--- src/rtl/spi_slave_regfile.sv ---
// ============================================================================
// spi_slave_regfile : SPI mode-0 slave exposing NREG 16-bit registers through
// 3-byte frames {rw,addr[6:0]}, DATA_HI, DATA_LO. Optional write IRQ under
// the SPI_SLAVE_WR_IRQ_EN macro. Revision: 1.0
// ============================================================================
`default_nettype none

module spi_slave_regfile #(
    parameter int          NREG    = 4,
    parameter logic [15:0] RST_VAL = 16'h0000,
    parameter logic [7:0]  SIG     = 8'hA5
) (
    input  logic                 clk_clk,
    input  logic                 reset_reset,
    input  logic                 spi_SCLK,
    input  logic                 spi_MOSI,
    input  logic                 spi_SS_n,
    output logic                 spi_MISO,
    output logic                 spi_MISO_oe,
    output logic [NREG*16-1:0]   reg_q,
    output logic                 wr_strobe,
    output logic [6:0]           wr_addr
`ifdef SPI_SLAVE_WR_IRQ_EN
    ,
    output logic                 irq
`endif
);

    localparam int         AW    = (NREG > 1) ? $clog2(NREG) : 1;
    localparam logic [7:0] NREG8 = 8'(NREG);

    typedef enum logic [1:0] {S_IDLE, S_CMD, S_DATA, S_DONE} state_t;

    state_t      state_q;
    logic [2:0]  sclk_q;
    logic [2:0]  ss_q;
    logic [1:0]  mosi_q;
    logic [4:0]  bit_cnt_q;
    logic [15:0] rx_q;
    logic [15:0] tx_q;
    logic [7:0]  cmd_q;
    logic        miso_q;
    logic        oe_q;
    logic        wr_pend_q;
    logic [15:0] regs_q [NREG];

    logic        sclk_rise, sclk_fall, ss_fall, ss_rise;
    logic [15:0] rx_d;
    logic [15:0] rd_data_d;
    logic        cmd_in_range;

    assign sclk_rise    = sclk_q[1] & ~sclk_q[2];
    assign sclk_fall    = ~sclk_q[1] & sclk_q[2];
    assign ss_fall      = ~ss_q[1] & ss_q[2];
    assign ss_rise      = ss_q[1] & ~ss_q[2];
    assign rx_d         = {rx_q[14:0], mosi_q[1]};
    assign cmd_in_range = {1'b0, cmd_q[6:0]} < NREG8;

    // Read word is snapshotted from the command byte completing on this rise.
    always_comb begin
        rd_data_d = 16'h0000;
        if (rx_d[7] && ({1'b0, rx_d[6:0]} < NREG8)) begin
            rd_data_d = regs_q[rx_d[AW-1:0]];
        end
`ifdef SPI_SLAVE_WR_IRQ_EN
        if (rx_d[7:0] == 8'hFF) begin
            rd_data_d = {9'd0, wr_addr};
        end
`endif
    end

    always_ff @(posedge clk_clk or posedge reset_reset) begin
        if (reset_reset) begin
            state_q   <= S_IDLE;
            sclk_q    <= 3'b000;
            ss_q      <= 3'b111;
            mosi_q    <= 2'b00;
            bit_cnt_q <= 5'd0;
            rx_q      <= 16'h0000;
            tx_q      <= 16'h0000;
            cmd_q     <= 8'h00;
            miso_q    <= 1'b0;
            oe_q      <= 1'b0;
            wr_pend_q <= 1'b0;
            wr_strobe <= 1'b0;
            wr_addr   <= 7'd0;
            for (int i = 0; i < NREG; i++) begin
                regs_q[i] <= RST_VAL;
            end
`ifdef SPI_SLAVE_WR_IRQ_EN
            irq       <= 1'b0;
`endif
        end else begin
            sclk_q    <= {sclk_q[1:0], spi_SCLK};
            ss_q      <= {ss_q[1:0], spi_SS_n};
            mosi_q    <= {mosi_q[0], spi_MOSI};
            oe_q      <= ~ss_q[1];
            wr_strobe <= 1'b0;

            if (wr_pend_q) begin
                regs_q[cmd_q[AW-1:0]] <= rx_q;
                wr_strobe             <= 1'b1;
                wr_addr               <= cmd_q[6:0];
                wr_pend_q             <= 1'b0;
`ifdef SPI_SLAVE_WR_IRQ_EN
                irq                   <= 1'b1;
`endif
            end

            if (ss_rise) begin
                state_q   <= S_IDLE;
                bit_cnt_q <= 5'd0;
                rx_q      <= 16'h0000;
                tx_q      <= 16'h0000;
                miso_q    <= 1'b0;
            end else begin
                case (state_q)
                    S_IDLE: begin
                        if (ss_fall) begin
                            state_q   <= S_CMD;
                            bit_cnt_q <= 5'd0;
                            tx_q      <= {SIG[6:0], 9'd0};
                            miso_q    <= SIG[7];
                        end
                    end
                    S_CMD, S_DATA: begin
                        if (sclk_rise) begin
                            rx_q      <= rx_d;
                            bit_cnt_q <= bit_cnt_q + 5'd1;
                            if (bit_cnt_q == 5'd7) begin
                                state_q <= S_DATA;
                                cmd_q   <= rx_d[7:0];
                                tx_q    <= rd_data_d;
`ifdef SPI_SLAVE_WR_IRQ_EN
                                if (rx_d[7:0] == 8'hFF) begin
                                    irq <= 1'b0;
                                end
`endif
                            end else if (bit_cnt_q == 5'd23) begin
                                state_q   <= S_DONE;
                                miso_q    <= 1'b0;
                                wr_pend_q <= ~cmd_q[7] & cmd_in_range;
                            end
                        end else if (sclk_fall) begin
                            miso_q <= tx_q[15];
                            tx_q   <= {tx_q[14:0], 1'b0};
                        end
                    end
                    default: begin
                        miso_q <= 1'b0;
                    end
                endcase
            end
        end
    end

    assign spi_MISO    = oe_q & miso_q;
    assign spi_MISO_oe = oe_q;

    for (genvar gi = 0; gi < NREG; gi++) begin : g_reg_out
        assign reg_q[16*gi +: 16] = regs_q[gi];
    end

endmodule

`default_nettype wire

--- config.mk ---
export PLATFORM = sky130hd
export DESIGN_NAME = spi_slave_regfile
export DESIGN_NICKNAME = d
export VERILOG_FILES = /design/src/rtl/spi_slave_regfile.sv
export SDC_FILE = /design/constraint.sdc
export NUM_CORES = 1
export LEC_CHECK = 0
export ABC_AREA = 0
export CAP_MARGIN = 30
export CORE_ASPECT_RATIO = 2
export CORE_MARGIN = 5
export CORE_UTILIZATION = 50
export CTS_BUF_LIST = sky130_fd_sc_hd__clkbuf_4 sky130_fd_sc_hd__clkbuf_8
export CTS_CLUSTER_DIAMETER = 120
export CTS_CLUSTER_SIZE = 30
export DETAILED_ROUTE_END_ITERATION = 6
export PLACE_DENSITY = 0.74
export SLEW_MARGIN = 20
export SYNTH_ARGS = -nofsm -noshare
export SYNTH_HDL_FRONTEND = slang
export SYNTH_SLANG_ARGS = --single-unit
--- constraint.sdc ---
create_clock -name clk_clk -period 11.65 [get_ports clk_clk]
set_input_delay 2.33 -clock clk_clk [delete_from_list [all_inputs] [get_ports clk_clk]]
set_output_delay 2.33 -clock clk_clk [all_outputs]
set_load 0.1 [all_outputs]
==> results summary, run 1 <==
The critical path's largest stage delay came out at 1120 ps. In this run the number of H-tree levels came out at 4. Compared with the post-synthesis result, the final layout area differs by 24.4%.

The critical path goes through and2_1 > clkdlybuf4s50_1. Counting every sink on the clock net gives 130. The antenna diode count is 0. The detail-routed via count per cell is 5.92. The number of maximum-capacitance constraint violations is 0. The number of antenna violations at the first check in global routing is 0.

The sequential share of power came out at 0.480. The register clock-pin slew on the reported worst setup and hold paths is 70 ps. Setup repair after global routing left no endpoint under its margin. The accumulated negative setup slack is 0 ps.

Setup violations remaining at the end of the flow were counted as 0. The number of nets in the layout is 469. The global-route met2 utilization is 0.374. For this run, the share of the core covered by cells in the final layout is 0.633.

Summed over all layers, the global routing overflow is 0. The clock network fraction of total power is 0.376. The total length of routed wires is approximately 13000 um.

IR analysis of the VDD net gives a maximum drop of roughly 120 uV. In this run the clock root is driven by a sky130_fd_sc_hd__clkbuf_8. Of the cells placed in the final design, the portion with a size suffix greater than 1 is 0.284.

The cell type of the slowest stage on the worst timing path is sky130_fd_sc_hd__clkdlybuf4s50_1. The number of iterations in the first detailed-routing pass is 4. The power density of the placed cells is 146 nW/um^2.

The most used routing layer is met2. sky130_fd_sc_hd__dfrtp_1 takes more of the synthesized area than any other cell. The deepest clock path buffer count came out at 2. The kind of cell with the highest combined delay along the critical path is buffers and inverters. The netlist area before placement is between 5000 and 6000 um^2.

At the end of routability-driven placement, the weighted congestion stood at 0.802. In this run the tool buffered the top-level ports with 78 buffer cells. The type of the tightest min-delay check is register to register. The mean instance size in the synthesized netlist is 14.8 um^2. The met1 track utilization from global routing came out at 0.238. The number of global-route vias before repair is 3874. The final setup skew came out at 7.58 ps. The share of synthesized area in the top cell type comes to 0.574.

The number of design-rule violations left by the first detailed-router iteration is 220. The startpoint-to-endpoint class of the critical path is register to primary output. At the worst endpoint, the arrival time is 2030 ps.

The peak fanout along the critical path came out at 2. The async set or reset register ratio after synthesis is 1.00. The library cell used most frequently in the layout, excluding fill and tap cells, is sky130_fd_sc_hd__dfrtp_1. The flow ran to the end, and the final reports show no timing, DRC or antenna violations.

The max-slew violation count came to 0. Ranked by total cell area, the synthesized netlist is headed by sky130_fd_sc_hd__dfrtp_1 57%, sky130_fd_sc_hd__mux2_2 14%, sky130_fd_sc_hd__mux4_2 6.5%, sky130_fd_sc_hd__a22o_1 3.0%, sky130_fd_sc_hd__mux2_1 2.4%. The horizontal extent of the die came out at 84.4 um. For this design the total switching power over the nets is 0.286 mW. In this run the count of I/O pins placed on the die edge is 79. The wire length of the first global-routing pass is between 20000 and 25000 um.

Of the total power, combinational logic draws 0.144. Measured along the y axis, the die boundary spans 159 um. At the pin with the least slew margin, the transition time is 990 ps. The required time of the worst setup path came out at 9320 ps. The worst slew slack as a fraction of its limit came out at 0.338. The nature of the critical path endpoint is a primary output.

Once detailed placement completed, the half-perimeter wirelength came to 9320 um. The total global-route track usage came out at 0.209. Summed over all cells, the static leakage comes to 3.18 nW. The routed layout has between 3000 and 4000 vias. The flip-flop and latch count after synthesis is 130. The Yosys warning count came out at 0. After floorplanning, the core was divided into 54 placement rows. Counting distinct cell types in the post-synthesis netlist gives 46. The maximum operating frequency came out at 229 MHz. The remaining number of nets flagged by the antenna check after routing came out at 0. STA classifies the critical path startpoint as a register. After clock tree synthesis, the repair step resized 0 gates. The area of the core is 10900 um^2.

The portion of the post-synthesis area used by sequential elements came out at 0.588. The library cells used most frequently in the layout, excluding fill and tap cells, are 127 x sky130_fd_sc_hd__dfrtp_1, 78 x sky130_fd_sc_hd__clkdlybuf4s50_1, 69 x sky130_fd_sc_hd__mux2_2. The number of endpoints with negative hold slack in the final report is 0. The synthesized netlist net count is ~390. The final period demand of the worst path came out at 4360 ps. The synthesized design contains 0 enable-type register cells.

TritonCTS built the clock tree. After detailed routing, the number of remaining DRC violations is 0. In the finished design, the share of the clock period the worst path needs comes to 0.374. The number of setup buffers added after CTS is 0. The number of fillers in the final layout came out at roughly 830. The area of the die is 13400 um^2. In the synthesized netlist the dominant register cell turns out to be sky130_fd_sc_hd__dfrtp_1. The clock latency on the worst-skew pair came out at ~430 ps. Dividing the detail-routed wire length by the instance count gives 21.8 um.

For this run, global-route usage on met3 was measured as 0.0472. The total clock buffers created by CTS came out at 17. The number of standard cells after synthesis came out at 375. The pin count of the biggest net entering global routing is 67.

The initial utilization of the core area, before any placement, comes to 0.509. The number of hold buffers added after CTS is 0. Of the total power, the share spent switching nets is 0.283. The number of buffers and inverters on the critical path is 1. The internal portion of the total power is 0.723 mW.
==> cell usage after synthesis, drive strengths merged, types with 3 or more instances <==
| master | number |
|---|---|
| mux2 | 81 |
| o22ai | 3 |
| nand3 | 6 |
| nand2 | 7 |
| a22o | 19 |
| ha | 5 |
| nor3 | 3 |
| a21oi | 3 |
| buf | 13 |
| a22oi | 12 |
| dfstp | 3 |
| and2 | 3 |
| o2bb2ai | 9 |
| nand3b | 3 |
| nor2 | 5 |
| o21ai | 8 |
| a31oi | 3 |
| mux4 | 16 |
| inv | 11 |
| dfrtp | 127 |
| nor4 | 4 |
| clkbuf | 8 |
| a21o | 3 |
==> cell type report <==
| class | count | area [um^2] | share of cell area |
|---|---|---|---|
| Inverter | 11 | 43.8 | 0.00636 |
| Clock buffer | 20 | 269 | 0.0391 |
| Clock inverter | 12 | 133 | 0.0193 |
| Tap cell | 140 | 175 | 0.0254 |
| Multi-Input combinational cell | 213 | 2140 | 0.311 |
| Timing Repair Buffer | 86 | 871 | 0.126 |
| Sequential cell | 130 | 3260 | 0.473 |
==> flip-flops by register name, indices dropped and copies added (netlist names), 3 cells and up <==
| name | cells |
|---|---|
| reg_q | 64 |
| ss_q | 3 |
| wr_addr | 7 |
| tx_q | 16 |
| rx_q | 16 |
| bit_cnt_q | 5 |
| sclk_q | 3 |
| cmd_q | 8 |
==> kinds of logic after synthesis <==
kind of cell | after synthesis | synth area share
DFF | 130 | 0.588
muxes | 97 | 0.230
AOI/OAI and AO/OA | 64 | 0.0874
and+or+nand+nor | 44 | 0.0513
buffers and inverters | 32 | 0.0273
adders and majority gates | 5 | 0.0113
xor gates and xnor gates | 3 | 0.00475
==> per-stage QoR <==
stage | std cells | area, um^2 | total power [mW] | worst slack [ps] | hold WS (ps)
5_1_grt | 612 | 6890 | 1.05 | 7210 | 362
4_1_cts | 612 | 6890 | 1.01 | 7240 | 359
2_1_floorplan | 375 | 5540 | 0.594 | 5860 | 331
3_3_place_gp | 574 | 6410 | 0.627 | 7450 | 335
6_report | 612 | 6890 | 1.01 | 7290 | 358
3_5_place_dp | 580 | 6490 | 0.637 | 7400 | 338
==> power by group through the flow <==
| stage | sequential [mW] | combinational (mW) | clock (mW) |
|---|---|---|---|
| finish | 0.484 | 0.145 | 0.380 |
| global route | 0.486 | 0.158 | 0.404 |
| CTS | 0.483 | 0.145 | 0.385 |
| detailed placement | 0.492 | 0.145 | 0 |
| global placement | 0.494 | 0.133 | 0 |
| floorplan | 0.486 | 0.108 | 0 |
==> metal layers <==
layer / vias to the layer above / part of all wire
li1: 1573 / -
met5: - / 0
met2: 107 / 0.57
met4: 0 / 0.022
met3: 27 / 0.043
met1: 1919 / 0.37
==> final timing paths <==
path | from | endpoint | slack (ps) | depth (start not counted)
worst max-delay path | miso_q$_DFFE_PP0P_ | spi_MISO | 7290 | 2
worst min-delay path | mosi_q[0]$_DFF_PP0_ | mosi_q[1]$_DFF_PP0_ | 360 | 0
worst max register to register | state_q[1]$_DFFE_PP0P_ | tx_q[12]$_DFFE_PP0P_ | 8780 | 7
worst min register to register | mosi_q[0]$_DFF_PP0_ | mosi_q[1]$_DFF_PP0_ | 360 | 0
max in group asynchronous | reset_reset | reg_q[60]$_DFFE_PP0P_ | 7940 | 3
min in group asynchronous | reset_reset | reg_q[5]$_DFFE_PP0P_ | 2380 | 2
(Power assumes the default switching activity.)
==> inputs of run 2 (changes only) <==
--- a/config.mk
+++ b/config.mk
@@ -14,7 +14,7 @@
 export CTS_CLUSTER_DIAMETER = 120
 export CTS_CLUSTER_SIZE = 30
 export DETAILED_ROUTE_END_ITERATION = 6
-export PLACE_DENSITY = 0.74
+export PLACE_DENSITY = 0.77
 export SLEW_MARGIN = 20
 export SYNTH_ARGS = -nofsm -noshare
 export SYNTH_HDL_FRONTEND = slang
==> constraint.sdc (replaced) <==
create_clock -name clk_clk -period 3.9 [get_ports clk_clk]
set_input_delay 0.78 -clock clk_clk [delete_from_list [all_inputs] [get_ports clk_clk]]
set_output_delay 0.78 -clock clk_clk [all_outputs]
set_load 0.1 [all_outputs]
==> run 2 against run 1 <==
  * Critical endpoint unchanged
  * Non-clock buffer count is 5 higher
  * Sequential cell count stayed put
  * Combinational power grew to 3.1 times the previous value
  * Total power grew to 3.1 times the previous value
  * Largest cell class unchanged
  * Clock-buffer cell count stayed put
  * Sequential power grew to 3.0 times the previous value
==> results summary, run 2 (same netlist as run 1, synthesis figures left out) <==
The wire length of the first global-routing pass came to 22000 um (was 21500 um). The number of fillers in the final layout came to 763 (was 832). Run status: finished, final reports clean (unchanged). The required time of the worst setup path came out at 3120 ps (was 9320 ps). The total clock buffers created by CTS is 17 (unchanged). The clock network fraction of total power is 0.390 (was 0.376). The maximum operating frequency came out at 357 MHz. The number of design-rule violations left by the first detailed-router iteration came out at 207 (was 220).

The combinational fraction of design power is 0.145 (was 0.144). The final period demand of the worst path is between 2000 and 3000 ps. The count of endpoints failing setup in the final report is 0 (unchanged). The average routed wire per standard cell is 21.8 um (about the same).

The data arrival time at the worst-slack endpoint is 2020 ps (was 2030 ps). Dividing the final minimum period by the clock period gives 0.718. The end of the worst register-to-register path is cmd_q[4]$_DFFE_PP0N_ (was tx_q[12]$_DFFE_PP0P_). The number of nets in the layout is 474 (was 469). The critical path's largest stage delay is 1130 ps (was 1120 ps).

The switching power is 0.864 mW (was 0.286 mW). The number of hold buffers added after CTS was 0 (unchanged). The number of global-route vias before repair came out at 4002 (was 3874). The number of endpoints with negative hold slack in the final report is 0 (unchanged). The number of maximum-capacitance constraint violations is 0 (unchanged). The register clock-pin slew on the reported worst setup and hold paths came out at 70 ps (about the same). The root buffer cell was sky130_fd_sc_hd__clkbuf_8 (unchanged). The effective utilization at floorplan is 0.509 (unchanged). The detailed-route via count came out at 3693 (was 3626). The detail-routed via count per cell came out at 5.99 (was 5.92).

The power density of the placed cells is 445 nW/um^2 (was 146 nW/um^2). The startpoint-to-endpoint class of the critical path was register to primary output (unchanged). The nature of the critical path endpoint is a primary output (unchanged). The pin count of the biggest net entering global routing came out at 52 (was 67). The placed instance count is 582 (was 580). The worst supply voltage drop on vdd is 344 uV (was 120 uV). The remaining number of nets flagged by the antenna check after routing came out at 0 (unchanged). The leakage power figure is 3.22 nW (was 3.18 nW).

The number of setup buffers added after CTS came out at 0 (unchanged). The minimum setup slack among reg-to-reg paths came out at 1430 ps (was 8780 ps). The peak fanout along the critical path came to 2 (unchanged). The count of unresolved DRC violations after routing is 0 (unchanged). The proportion of layout cells with a drive suffix above 1 is 0.289 (was 0.284). The number of iterations in the first detailed-routing pass came to 5 (was 4). The die height is 159 um (unchanged).

The critical path endpoint is spi_MISO (unchanged). The max-slew violation count came out at 0 (unchanged). The sink count of the clock tree is 130 (unchanged). The source of the critical timing path is miso_q$_DFFE_PP0P_ (unchanged). Setup repair after global routing missed its margin: no (unchanged). The port buffer count came out at 78 (unchanged). The antenna diode count is 0 (unchanged). The hold path depth came to 0 (unchanged). The internal power component is 2.24 mW (was 0.723 mW). The most common library cell in the layout ignoring fill and taps is sky130_fd_sc_hd__dfrtp_1 (unchanged). The horizontal extent of the die came to 84.4 um (unchanged). The post-place setup slack came to 1480 ps (was 7400 ps). The clock latency on the worst-skew pair came out at 440 ps (was 430 ps). The total length of routed wires is 13400 um (about the same). The switching portion of total power is 0.279 (was 0.283).

The post-layout total power came out at 3.10 mW (was 1.01 mW). The cell type of the slowest stage on the worst timing path is sky130_fd_sc_hd__clkdlybuf4s50_1 (unchanged). The number of standard cells in the layout, taps in and fillers out was 617 (was 612).

The type of the tightest min-delay check is register to register (unchanged). The post-cts resize count came out at 0 (unchanged). The area occupied by multi-input gates is 2130 um^2 (was 2140 um^2). The register cell area after layout is 3260 um^2 (unchanged). The number of I/O pins came out at 79 (unchanged). The startpoint type of the worst setup path is a register (unchanged). The area of the die is 13400 um^2 (unchanged).

The source of the worst register-to-register timing path is state_q[0]$_DFFE_PP0P_ (was state_q[1]$_DFFE_PP0P_). The area of the core was 10900 um^2 (unchanged). The area added between synthesis and finish is 25.9% (was 24.4%). The final setup skew is 8.92 ps (was 7.58 ps). The sequential share of power is 0.465 (was 0.480). The number of antenna violations at the first check in global routing is 0 (unchanged). The TritonCTS clock tree is yes (unchanged). The worst slew slack as a fraction of its limit was 0.314 (was 0.338). The total global-route track usage is 0.211 (was 0.209). The standard-cell row count is 54 (unchanged).

Commonest cells after routing, fill and taps aside: 127 x sky130_fd_sc_hd__dfrtp_1, 78 x sky130_fd_sc_hd__clkdlybuf4s50_1, 69 x sky130_fd_sc_hd__mux2_2 (unchanged). The routability congestion estimate from global placement is 0.866 (was 0.802). The deepest clock path buffer count is 2 (unchanged). The end-of-flow core utilization is 0.641 (was 0.633). The accumulated negative setup slack was 0 ps (unchanged). The number of levels in the clock H-tree was 4 (unchanged). The overall overflow remaining after global route came to 0 (unchanged). Worst path cell trace: and2_1 > clkdlybuf4s50_1 (unchanged).

The flip-flop count of the largest register after layout was 64 (unchanged). The post-detailed-placement half-perimeter wirelength came to 9160 um (was 9320 um). The number of cells on the worst reg-to-reg path came out at 6 (was 7). The transition time of the tightest slew-check pin came out at 1030 ps (was 990 ps). The setup slack of the critical path after layout was 1100 ps (was 7290 ps).
[run 2: cell count changes in the layout (fill, tap and decap cells not counted), sizes merged]
cell      previous run  this run
buf                  8        13
bufinv               2         3
clkinvlp             3         4
inv                 12        10
[run 2: worst max-delay path, delay by kind of cell, from the launching register on]
kind,cells,cell delay [ps]
flops,1,350
buf+inv,1,1130
simple gates,1,110
[run 2: final cells by class]
cell class | count | share of cell area
sequential | 130 | 0.467
multi-input combinational | 213 | 0.305
timing repair buffer | 91 | 0.135
clock buffer | 20 | 0.0386
tap | 140 | 0.0251
clock inverter | 12 | 0.0226
inverter | 11 | 0.00646
[run 2: how the worst min path moves through the flow]
stage                                     end  slack [ps]                 from
final                     sclk_q[1]$_DFF_PP0_         350  sclk_q[0]$_DFF_PP0_
after global routing      sclk_q[1]$_DFF_PP0_         360  sclk_q[0]$_DFF_PP0_
after CTS                 sclk_q[1]$_DFF_PP0_         350  sclk_q[0]$_DFF_PP0_
after detailed placement  sclk_q[1]$_DFF_PP0_         330  sclk_q[0]$_DFF_PP0_
after global placement    sclk_q[1]$_DFF_PP0_         330  sclk_q[0]$_DFF_PP0_
after floorplan           mosi_q[1]$_DFF_PP0_         330  mosi_q[0]$_DFF_PP0_
[run 2: stage by stage]
step | cell area (um^2) | hold slack, ps
3_3_place_gp | 6450 | 334
4_1_cts | 6920 | 352
5_1_grt | 6970 | 364
3_5_place_dp | 6490 | 335
2_1_floorplan | 5540 | 331
6_report | 6970 | 350
[run 2: routing by layer]
layer  global-route usage  routed length [um]  up-vias
met1                0.239                4900     1967
met5                    0                   0        -
met4               0.0807                 312        0
li1                     -                   -     1583
met3               0.0581                 670       30
met2                0.374                7540      113
[run 2: power groups by stage]
| stage | logic (mW) | clock network (mW) | registers, mW |
|---|---|---|---|
| after detailed placement | 0.412 | 0 | 1.48 |
| after global placement | 0.394 | 0 | 1.47 |
| after global routing | 0.488 | 1.30 | 1.45 |
| final | 0.449 | 1.21 | 1.44 |
| after floorplan | 0.323 | 0 | 1.45 |
| after CTS | 0.414 | 1.23 | 1.45 |
